**src/rtl/rc4_pkg.sv**
```systemverilog
// Shared types for the RC4 key-search sequencer: FSM states, task selector
// and the widths of the key and the S-RAM port.
package rc4_pkg;

  localparam int KEY_W  = 24;
  localparam int ADDR_W = 8;
  localparam int DATA_W = 8;

  typedef enum logic [3:0] {
    ST_IDLE,
    ST_INIT_GO,
    ST_INIT_WAIT,
    ST_SHUF_GO,
    ST_SHUF_WAIT,
    ST_DEC_GO,
    ST_DEC_WAIT,
    ST_NEXT_KEY,
    ST_DONE
  } seq_state_e;

  typedef enum logic [1:0] {
    TASK_NONE,
    TASK_INIT,
    TASK_SHUF,
    TASK_DEC
  } task_sel_e;

  // Which task owns the S-RAM while the sequencer sits in a given state.
  function automatic task_sel_e task_of_state(input seq_state_e s);
    task_sel_e t;
    case (s)
      ST_INIT_GO, ST_INIT_WAIT: t = TASK_INIT;
      ST_SHUF_GO, ST_SHUF_WAIT: t = TASK_SHUF;
      ST_DEC_GO,  ST_DEC_WAIT:  t = TASK_DEC;
      default:                  t = TASK_NONE;
    endcase
    return t;
  endfunction

endpackage

```
**src/rtl/rc4_sram_mux.sv**
```systemverilog
// Combinational 3:1 S-RAM port mux; an unselected task can never reach the
// shared port, and with no task selected the port is driven to all zeros.
module rc4_sram_mux
  import rc4_pkg::*;
(
  input  task_sel_e         sel,
  input  logic [ADDR_W-1:0] init_addr,
  input  logic [DATA_W-1:0] init_data,
  input  logic              init_wren,
  input  logic [ADDR_W-1:0] shuf_addr,
  input  logic [DATA_W-1:0] shuf_data,
  input  logic              shuf_wren,
  input  logic [ADDR_W-1:0] dec_addr,
  input  logic [DATA_W-1:0] dec_data,
  input  logic              dec_wren,
  output logic [ADDR_W-1:0] s_addr,
  output logic [DATA_W-1:0] s_data,
  output logic              s_wren
);

  always_comb begin
    s_addr = '0;
    s_data = '0;
    s_wren = 1'b0;
    case (sel)
      TASK_INIT: begin
        s_addr = init_addr;
        s_data = init_data;
        s_wren = init_wren;
      end
      TASK_SHUF: begin
        s_addr = shuf_addr;
        s_data = shuf_data;
        s_wren = shuf_wren;
      end
      TASK_DEC: begin
        s_addr = dec_addr;
        s_data = dec_data;
        s_wren = dec_wren;
      end
      default: ;
    endcase
  end

endmodule

```
**src/rtl/rc4_task_sequencer.sv**
```systemverilog
// Brute-force RC4 key search: runs init/shuffle/decrypt tasks per candidate key.
// Optional per-task watchdog enabled by defining RC4_SEQ_TIMEOUT_EN.
module rc4_task_sequencer
  import rc4_pkg::*;
#(
  parameter logic [KEY_W-1:0] KEY_MAX        = 24'h3FFFFF,
  parameter int unsigned      TIMEOUT_CYCLES = 4096
) (
  input  logic              clk,
  input  logic              rst,
  input  logic              Start,
  output logic              Init_Start,
  output logic              Shuf_Start,
  output logic              Dec_Start,
  input  logic              Init_Finish,
  input  logic              Shuf_Finish,
  input  logic              Dec_Finish,
  input  logic              Dec_Pass,
  output logic              Finish_ack,
  output logic [KEY_W-1:0]  Secret_Key,
  input  logic [ADDR_W-1:0] Init_Address,
  input  logic [DATA_W-1:0] Init_data,
  input  logic              Init_wren,
  input  logic [ADDR_W-1:0] Shuf_Address,
  input  logic [DATA_W-1:0] Shuf_data,
  input  logic              Shuf_wren,
  input  logic [ADDR_W-1:0] Dec_Address,
  input  logic [DATA_W-1:0] Dec_data,
  input  logic              Dec_wren,
  output logic [ADDR_W-1:0] S_Address,
  output logic [DATA_W-1:0] S_data,
  output logic              S_wren,
  output logic              Done,
  output logic              Found,
  output logic              Timeout
);

  seq_state_e       state_q, state_d;
  task_sel_e        task_sel_q, task_sel_d;
  logic [KEY_W-1:0] key_q, key_d;
  logic             done_q, done_d;
  logic             found_q, found_d;
  logic             timeout_q, timeout_d;
  logic             wd_expired;

  always_ff @(posedge clk or negedge rst) begin
    if (!rst) begin
      state_q    <= ST_IDLE;
      task_sel_q <= TASK_NONE;
      key_q      <= '0;
      done_q     <= 1'b0;
      found_q    <= 1'b0;
      timeout_q  <= 1'b0;
    end else begin
      state_q    <= state_d;
      task_sel_q <= task_sel_d;
      key_q      <= key_d;
      done_q     <= done_d;
      found_q    <= found_d;
      timeout_q  <= timeout_d;
    end
  end

  always_comb begin
    state_d    = state_q;
    key_d      = key_q;
    done_d     = done_q;
    found_d    = found_q;
    timeout_d  = timeout_q;
    Init_Start = 1'b0;
    Shuf_Start = 1'b0;
    Dec_Start  = 1'b0;
    Finish_ack = 1'b0;

    case (state_q)
      ST_IDLE, ST_DONE: begin
        if (Start) begin
          key_d     = '0;
          done_d    = 1'b0;
          found_d   = 1'b0;
          timeout_d = 1'b0;
          state_d   = ST_INIT_GO;
        end
      end
      ST_INIT_GO: begin
        Init_Start = 1'b1;
        state_d    = ST_INIT_WAIT;
      end
      ST_INIT_WAIT: begin
        if (Init_Finish) begin
          Finish_ack = 1'b1;
          state_d    = ST_SHUF_GO;
        end else if (wd_expired) begin
          state_d   = ST_DONE;
          done_d    = 1'b1;
          found_d   = 1'b0;
          timeout_d = 1'b1;
        end
      end
      ST_SHUF_GO: begin
        Shuf_Start = 1'b1;
        state_d    = ST_SHUF_WAIT;
      end
      ST_SHUF_WAIT: begin
        if (Shuf_Finish) begin
          Finish_ack = 1'b1;
          state_d    = ST_DEC_GO;
        end else if (wd_expired) begin
          state_d   = ST_DONE;
          done_d    = 1'b1;
          found_d   = 1'b0;
          timeout_d = 1'b1;
        end
      end
      ST_DEC_GO: begin
        Dec_Start = 1'b1;
        state_d   = ST_DEC_WAIT;
      end
      ST_DEC_WAIT: begin
        if (Dec_Finish) begin
          Finish_ack = 1'b1;
          if (Dec_Pass) begin
            state_d = ST_DONE;
            done_d  = 1'b1;
            found_d = 1'b1;
          end else begin
            state_d = ST_NEXT_KEY;
          end
        end else if (wd_expired) begin
          state_d   = ST_DONE;
          done_d    = 1'b1;
          found_d   = 1'b0;
          timeout_d = 1'b1;
        end
      end
      ST_NEXT_KEY: begin
        // The last candidate ends the search instead of wrapping back to 0.
        if (key_q == KEY_MAX) begin
          state_d = ST_DONE;
          done_d  = 1'b1;
          found_d = 1'b0;
        end else begin
          key_d   = key_q + KEY_W'(1);
          state_d = ST_INIT_GO;
        end
      end
      default: state_d = ST_IDLE;
    endcase

    task_sel_d = task_of_state(state_d);
  end

`ifdef RC4_SEQ_TIMEOUT_EN
  localparam int unsigned WD_W = $clog2(TIMEOUT_CYCLES + 1);

  logic [WD_W-1:0] wd_q, wd_d;

  always_ff @(posedge clk or negedge rst) begin
    if (!rst) wd_q <= '0;
    else      wd_q <= wd_d;
  end

  // Counts cycles spent in the current WAIT state; restarts on every entry.
  always_comb begin
    wd_d = '0;
    if ((state_q inside {ST_INIT_WAIT, ST_SHUF_WAIT, ST_DEC_WAIT}) && (state_d == state_q))
      wd_d = wd_q + WD_W'(1);
  end

  assign wd_expired = (wd_q == WD_W'(TIMEOUT_CYCLES - 1));
  assign Timeout    = timeout_q;
`else
  logic unused_timeout;

  assign wd_expired     = 1'b0;
  assign unused_timeout = timeout_q | (TIMEOUT_CYCLES == 0);
  assign Timeout        = 1'b0;
`endif

  assign Secret_Key = key_q;
  assign Done       = done_q;
  assign Found      = found_q;

  rc4_sram_mux u_sram_mux (
    .sel       (task_sel_q),
    .init_addr (Init_Address),
    .init_data (Init_data),
    .init_wren (Init_wren),
    .shuf_addr (Shuf_Address),
    .shuf_data (Shuf_data),
    .shuf_wren (Shuf_wren),
    .dec_addr  (Dec_Address),
    .dec_data  (Dec_data),
    .dec_wren  (Dec_wren),
    .s_addr    (S_Address),
    .s_data    (S_data),
    .s_wren    (S_wren)
  );

endmodule

```
**config.mk**
```make
export PLATFORM = sky130hd
export DESIGN_NAME = rc4_task_sequencer
export DESIGN_NICKNAME = d
export VERILOG_FILES = /design/src/rtl/rc4_pkg.sv /design/src/rtl/rc4_sram_mux.sv /design/src/rtl/rc4_task_sequencer.sv
export SDC_FILE = /design/constraint.sdc
export NUM_CORES = 1
export LEC_CHECK = 0
export ABC_AREA = 1
export CAP_MARGIN = 0
export CELL_PAD_IN_SITES_DETAIL_PLACEMENT = 0
export CELL_PAD_IN_SITES_GLOBAL_PLACEMENT = 1
export CORE_UTILIZATION = 26
export DETAILED_ROUTE_END_ITERATION = 10
export PLACE_DENSITY = 0.82
export SYNTH_ARGS = -nofsm -noshare
export SYNTH_HDL_FRONTEND = slang
export SYNTH_SLANG_ARGS = --single-unit
```
**constraint.sdc**
```tcl
create_clock -name clk -period 1.8 [get_ports clk]
set_input_delay 0.27 -clock clk [delete_from_list [all_inputs] [get_ports clk]]
set_output_delay 0.27 -clock clk [all_outputs]
set_load 0.01 [all_outputs]
```
Yosys cells after proc, flatten, opt, wreduce, memory -nomap -nowiden
Cells that the tools add are included.
- register bits after elaboration: 32
- input bits: 58
- word-level logic and storage cells: 66
- RAM bits: 0
- memories kept: 0
- output and inout bits: 48
- memory bits (read-only): 0
- latch bits: 0
- multiply operators: 0
- div/mod/pow operators: 0
- add/subtract/negate cells: 1
- bitwise gates (word level): 0
- mux-type cells: 28
- reductions and logical operators: 9
- equal/unequal tests: 23
- $lt $le $gt $ge: 0
- shifts and indexed selects: 0
- operators with widths (cell ; count):
    $mux 24 ; 2
    $pmux 24 s2 ; 1
    $pmux 8 s3 ; 2
    $pmux 4 s8 ; 1
    $eq 4x3->1 const B ; 7
    $add 24x1->24 const B ; 1
    $eq 24x22->1 const B ; 1
    $mux 4 ; 6
    $eq 4x2->1 const B ; 4
    $pmux 1 s3 ; 4
    $mux 1 ; 11
    $ne 2x2->1 const B ; 5
    $eq 4x1->1 const B ; 2
    $reduce_or 2->1 ; 4
    $pmux 2 s3 ; 1
    $reduce_and 5->1 ; 1
    $eq 2x2->1 const B ; 2
    $eq 4x4->1 const B ; 1
    $logic_not 4->1 ; 1
    $reduce_and 3->1 ; 1
    $reduce_bool 3->1 ; 1
    $eq 2x1->1 const B ; 1
    $reduce_bool 2->1 ; 1

Logic depth before layout (Yosys ltp)
- depth in word-level cells: 6
- gate-level depth with buffers: 11
- gate-level depth less buffers: 11

Cells and area by module
From an unflattened synthesis, not the netlist that was laid out.
- cells, all modules: 373
- area total of the unflattened synthesis: 2641.3 um^2
- modules (own cells, without submodules) (module ; times used ; area an instance (um^2) ; cells an instance ; seq. area each (um^2)):
    rc4_task_sequencer ; 1 ; 2010.7 ; 293 ; 800.8
    rc4_sram_mux ; 1 ; 630.6 ; 80 ; 0.0

Worst setup path before layout
No wires, ideal clock.
- kind: flip-flop to flip-flop
- start: register key_q[0], in the netlist Secret_Key[0]
- end: register key_q[11], in the netlist Secret_Key[11]
- setup time: 0.118 ns
- clock period less this slack: 1.788 ns
- setup slack: 0.012 ns
- data arrival time: 1.670 ns
- cell stages (with the launch flop): 12
- data required time: 1.682 ns
- path through: dfrtp_1 > ha_1 > inv_2 > nor2_4 > nand2_4 > nor2_8 > nand2_4 > nand2_4 > nand2_2 > buf_6 > nand3b_1 > nand2_1
- word-level cells in the longest chain between the ends: 3
- elaborated cells on any way between the ends: 6
- classes of those cells: add/sub: 1; eq/ne: 2; mux: 2; reduce/logical: 1
- RTL lines (what ; RTL line ; RTL):
    start: declaration ; rc4_task_sequencer.sv:40 ; logic [KEY_W-1:0] key_q, key_d;
    start signal: assignment ; rc4_task_sequencer.sv:57 ; key_q <= key_d;
    $add 24x1->24 / $eq 24x22->1 (equally long branches) ; rc4_task_sequencer.sv:143, rc4_task_sequencer.sv:138 ;
    $mux 24 / $ne 2x2->1 (equally long branches) ; -- ;
    $pmux 24 s2 / $reduce_and 3->1 (equally long branches) ; -- ;
Parallel ways exist; a longest one is shown, timed or not. The select of a mux whose other input is x is not followed.
A chain may end at the register's enable or synchronous reset.

Worst setup path after layout
- start: register state_q[3]
- end: output Shuf_Start
- word-level cells in the longest chain between the ends: 2
- RTL lines (what ; RTL line ; RTL):
    start: declaration ; rc4_task_sequencer.sv:38 ; seq_state_e state_q, state_d;
    start signal: assignment ; rc4_task_sequencer.sv:55 ; state_q <= state_d;
    $eq 4x2->1 ; rc4_task_sequencer.sv:75 ; case (state_q)
    $mux 1 ; rc4_task_sequencer.sv:75 ;
    end: declaration ; rc4_task_sequencer.sv:13 ; output logic Shuf_Start,
No other way between the ends.

==> results.toml <==
[status]
status = "complete, no violations"

[cts]
root_buffer = "clkbuf_8"
htreeDepth = 2
cts_hold_buf = 0
cts_buffer_depth = 2
cts_inserted_buffers = 5
cts_tree = "built"
clk_latency_ps = 290
clk_pin_slew_ps = 70
cts.sinks = 32

[hold_path]
hold_path.class = "primary input to async pin"

[detailed_routing]
wl_per_cell_um = 12.3
avgViaCountPerCell = 4.46
drt-initial-drc-count = 116
ant_nets = 0
drt_pass1_iterations = 6
drc = 0
vias = 2835
wl_um = 7810

[synthesis]
synthSimpleGateAreaFrac = 0.501
synth_top_area_share = 0.323
yosys-top-cells-count = "126 x nand2_1, 69 x nand3_1, 37 x nor2_1, 32 x dfrtp_1, 27 x inv_1"
synth-compound-area-share = 0.0681
yosys.cell_types.count = 34
synth_most_common_cell = "nand2_1"
synth_edf_count = 0
syn_nets = 432
yosys-mux-area-fraction = 0
synthCells = 373
ys_seq_area_frac = 0.323
yosysWarnings = 0
syn_avg_cell_area_um2 = 6.65
ys_ff_latch = 32
synthTopCellsByArea = "dfrtp_1 32%, nand2_1 19%, nand3_1 14%"
ys.flop_type = "dfrtp_1"
synth_adder_area_share = 0.00505
yosys.area.top_type = "dfrtp_1"
syn_area_um2 = 2480
ys_async_sr_fraction = 1.00
synth_top_family_by_area = "simple AND/OR/NAND/NOR gates"
synth_xor_area_frac = 0.0247

[floorplan]
core-area_um2 = 9240
dieHeight_um = 99.7
die_area_um2 = 9930
rows = 35
ioPinCount = 106
die_x_um = 99.7
start_util = 0.268

[placed_design]
finalWeightedCongestion = 0.865
dpl_cell_area_um2 = 3860
dp_slack_ps = -91.2
hpwl_um = 6050
place.port_buffers = 104

[global_routing]
grt_busiest_layer = "met2"
grt_pass1_vias = 2718
met2_usage = 0.276
grtUsageTotal = 0.158
overflow = 0
grt_max_degree = 33
grt_pass1_wl_um = 12600
grt_use_met3 = 0.0323
antenna_found_initial = 0
met1_usage = 0.198

[power_and_ir_drop]
internal_power_uw = 1990
switching_share = 0.423
power_leakage_uw = 0.00188
power.total_uw = 3450
switching_power_uw = 1460
power_frac_comb = 0.573
share_seq_of_total_power = 0.257
vdd_ir_drop_max_v = 0.000597
pwr-share-clk = 0.170
power_density_nw_per_um2 = 872

[final_layout]
diodes = 0
ff_latch_area_um2 = 801
design_area_um2 = 3950
layout-drive-gt1-share = 0.154
n_fill_cell = 976
fin_util = 0.428
final_nets = 564
area_growth_pct = 59.4
multi_input_area_um2 = 1500

[critical_path]
reg2reg_depth = 8
cp-end-kind = "output port"
crit_arrival_ps = 1430
startpoint_type = "flip-flop"
r2r-end = "Secret_Key[13]"
required_ps = 1530
critical_path.max_fanout = 4
crit_end = "Shuf_Start"
crit_start = "state_q[3]"
reg2reg_from = "Secret_Key[0]"
critPathKind = "flip-flop to output port"
r2r_setup_slack_ps = 190

[timing]
fin_ws_ps = 103
max_freq_ghz = 0.589
setup_violations = 0
drv_slew = 0
final-hold-violation-count = 0
min_period_ps = 1700
finalCritPeriodShare = 0.943
fin_skew_ps = 6.11
hold_ws_ps = 385

[flow_run]
drv_cap = 0
-- cell families (layout without fill, tap and decap cells) --
group	count (synthesis)	after routing
AO/OA/AOI/OAI	24	24
flip-flops	32	32
other	1	1
AND/OR/NAND/NOR	266	266
buffers and inverters	42	175
adder cells (fa/ha/maj)	1	1
XOR/XNOR	7	7
-- final cells by class --
type | count | share of cell area
Timing Repair Buffer | 137 | 0.324
Inverter | 30 | 0.0297
Clock buffer | 8 | 0.0228
Tap cell | 129 | 0.0408
Multi-Input combinational cell | 299 | 0.380
Sequential cell | 32 | 0.203
-- through the flow --
stage	std cells	setup TNS [ps]
after floorplan	373	0
after global placement	626	-430
after detailed placement	626	-1130
after CTS	635	0
after global routing	635	-11.7
final	635	0
-- power groups by stage --
stage / registers (µW) / clock network, µW / logic (µW)
detailed placement: 900 / 0 / 2120
finish: 887 / 586 / 1970
global route: 900 / 627 / 2200
global placement: 895 / 0 / 2110
CTS: 887 / 594 / 1990
floorplan: 910 / 0 / 1100
-- critical path: stages (launching register included) --
cell and delay, ps:
dfrtp_1 420, nor2_2 150, inv_1 80, nor3_1 200, dlygate4sd2_1 300
-- layout by cell type (no fill, tap or decap), types with 2 or more instances in the layout --
master / instances
dfrtp_1: 32
clkdlybuf4s50_1: 83
nand2_1: 126
nand2_4: 5
o21ai_1: 2
inv_2: 2
nand2_2: 8
nor2_2: 7
inv_1: 27
xor2_1: 6
nor2_4: 3
buf_4: 31
nand4_1: 4
clkbuf_1: 2
nor2_8: 2
dlygate4sd2_1: 20
o21ai_0: 9
clkbuf_8: 6
nand3b_1: 6
nand3_1: 69
o21ai_2: 8
nor2_1: 34
-- sequential cells by signal, summed over array words and instances, names as in the netlist --
register,flops
Found,1
Done,1
task_sel_q,2
state_q,4
Secret_Key,24
-- worst min path at each step --
stage,startpoint,end
2_1_floorplan,rst,Done
3_3_place_gp,Found,Found
3_5_place_dp,Found,Found
4_1_cts,rst,Secret_Key[13]
5_1_grt,rst,Secret_Key[6]
6_report,rst,Secret_Key[13]
-- per-layer routing --
layer / up-vias / part of all wire
met1: 1291 / 0.46
met3: 5 / 0.051
li1: 1465 / -
met4: 0 / 0.0076
met5: - / 0
met2: 74 / 0.48
-- timing repair --
action                                  4_1_cts  5_1_grt
endpoints found under the setup margin       21        8
setup buffers                                 1        0
pin swaps                                     1        0
resized for setup                            25        4
No activity file was read; power rests on OpenSTA's default activity.
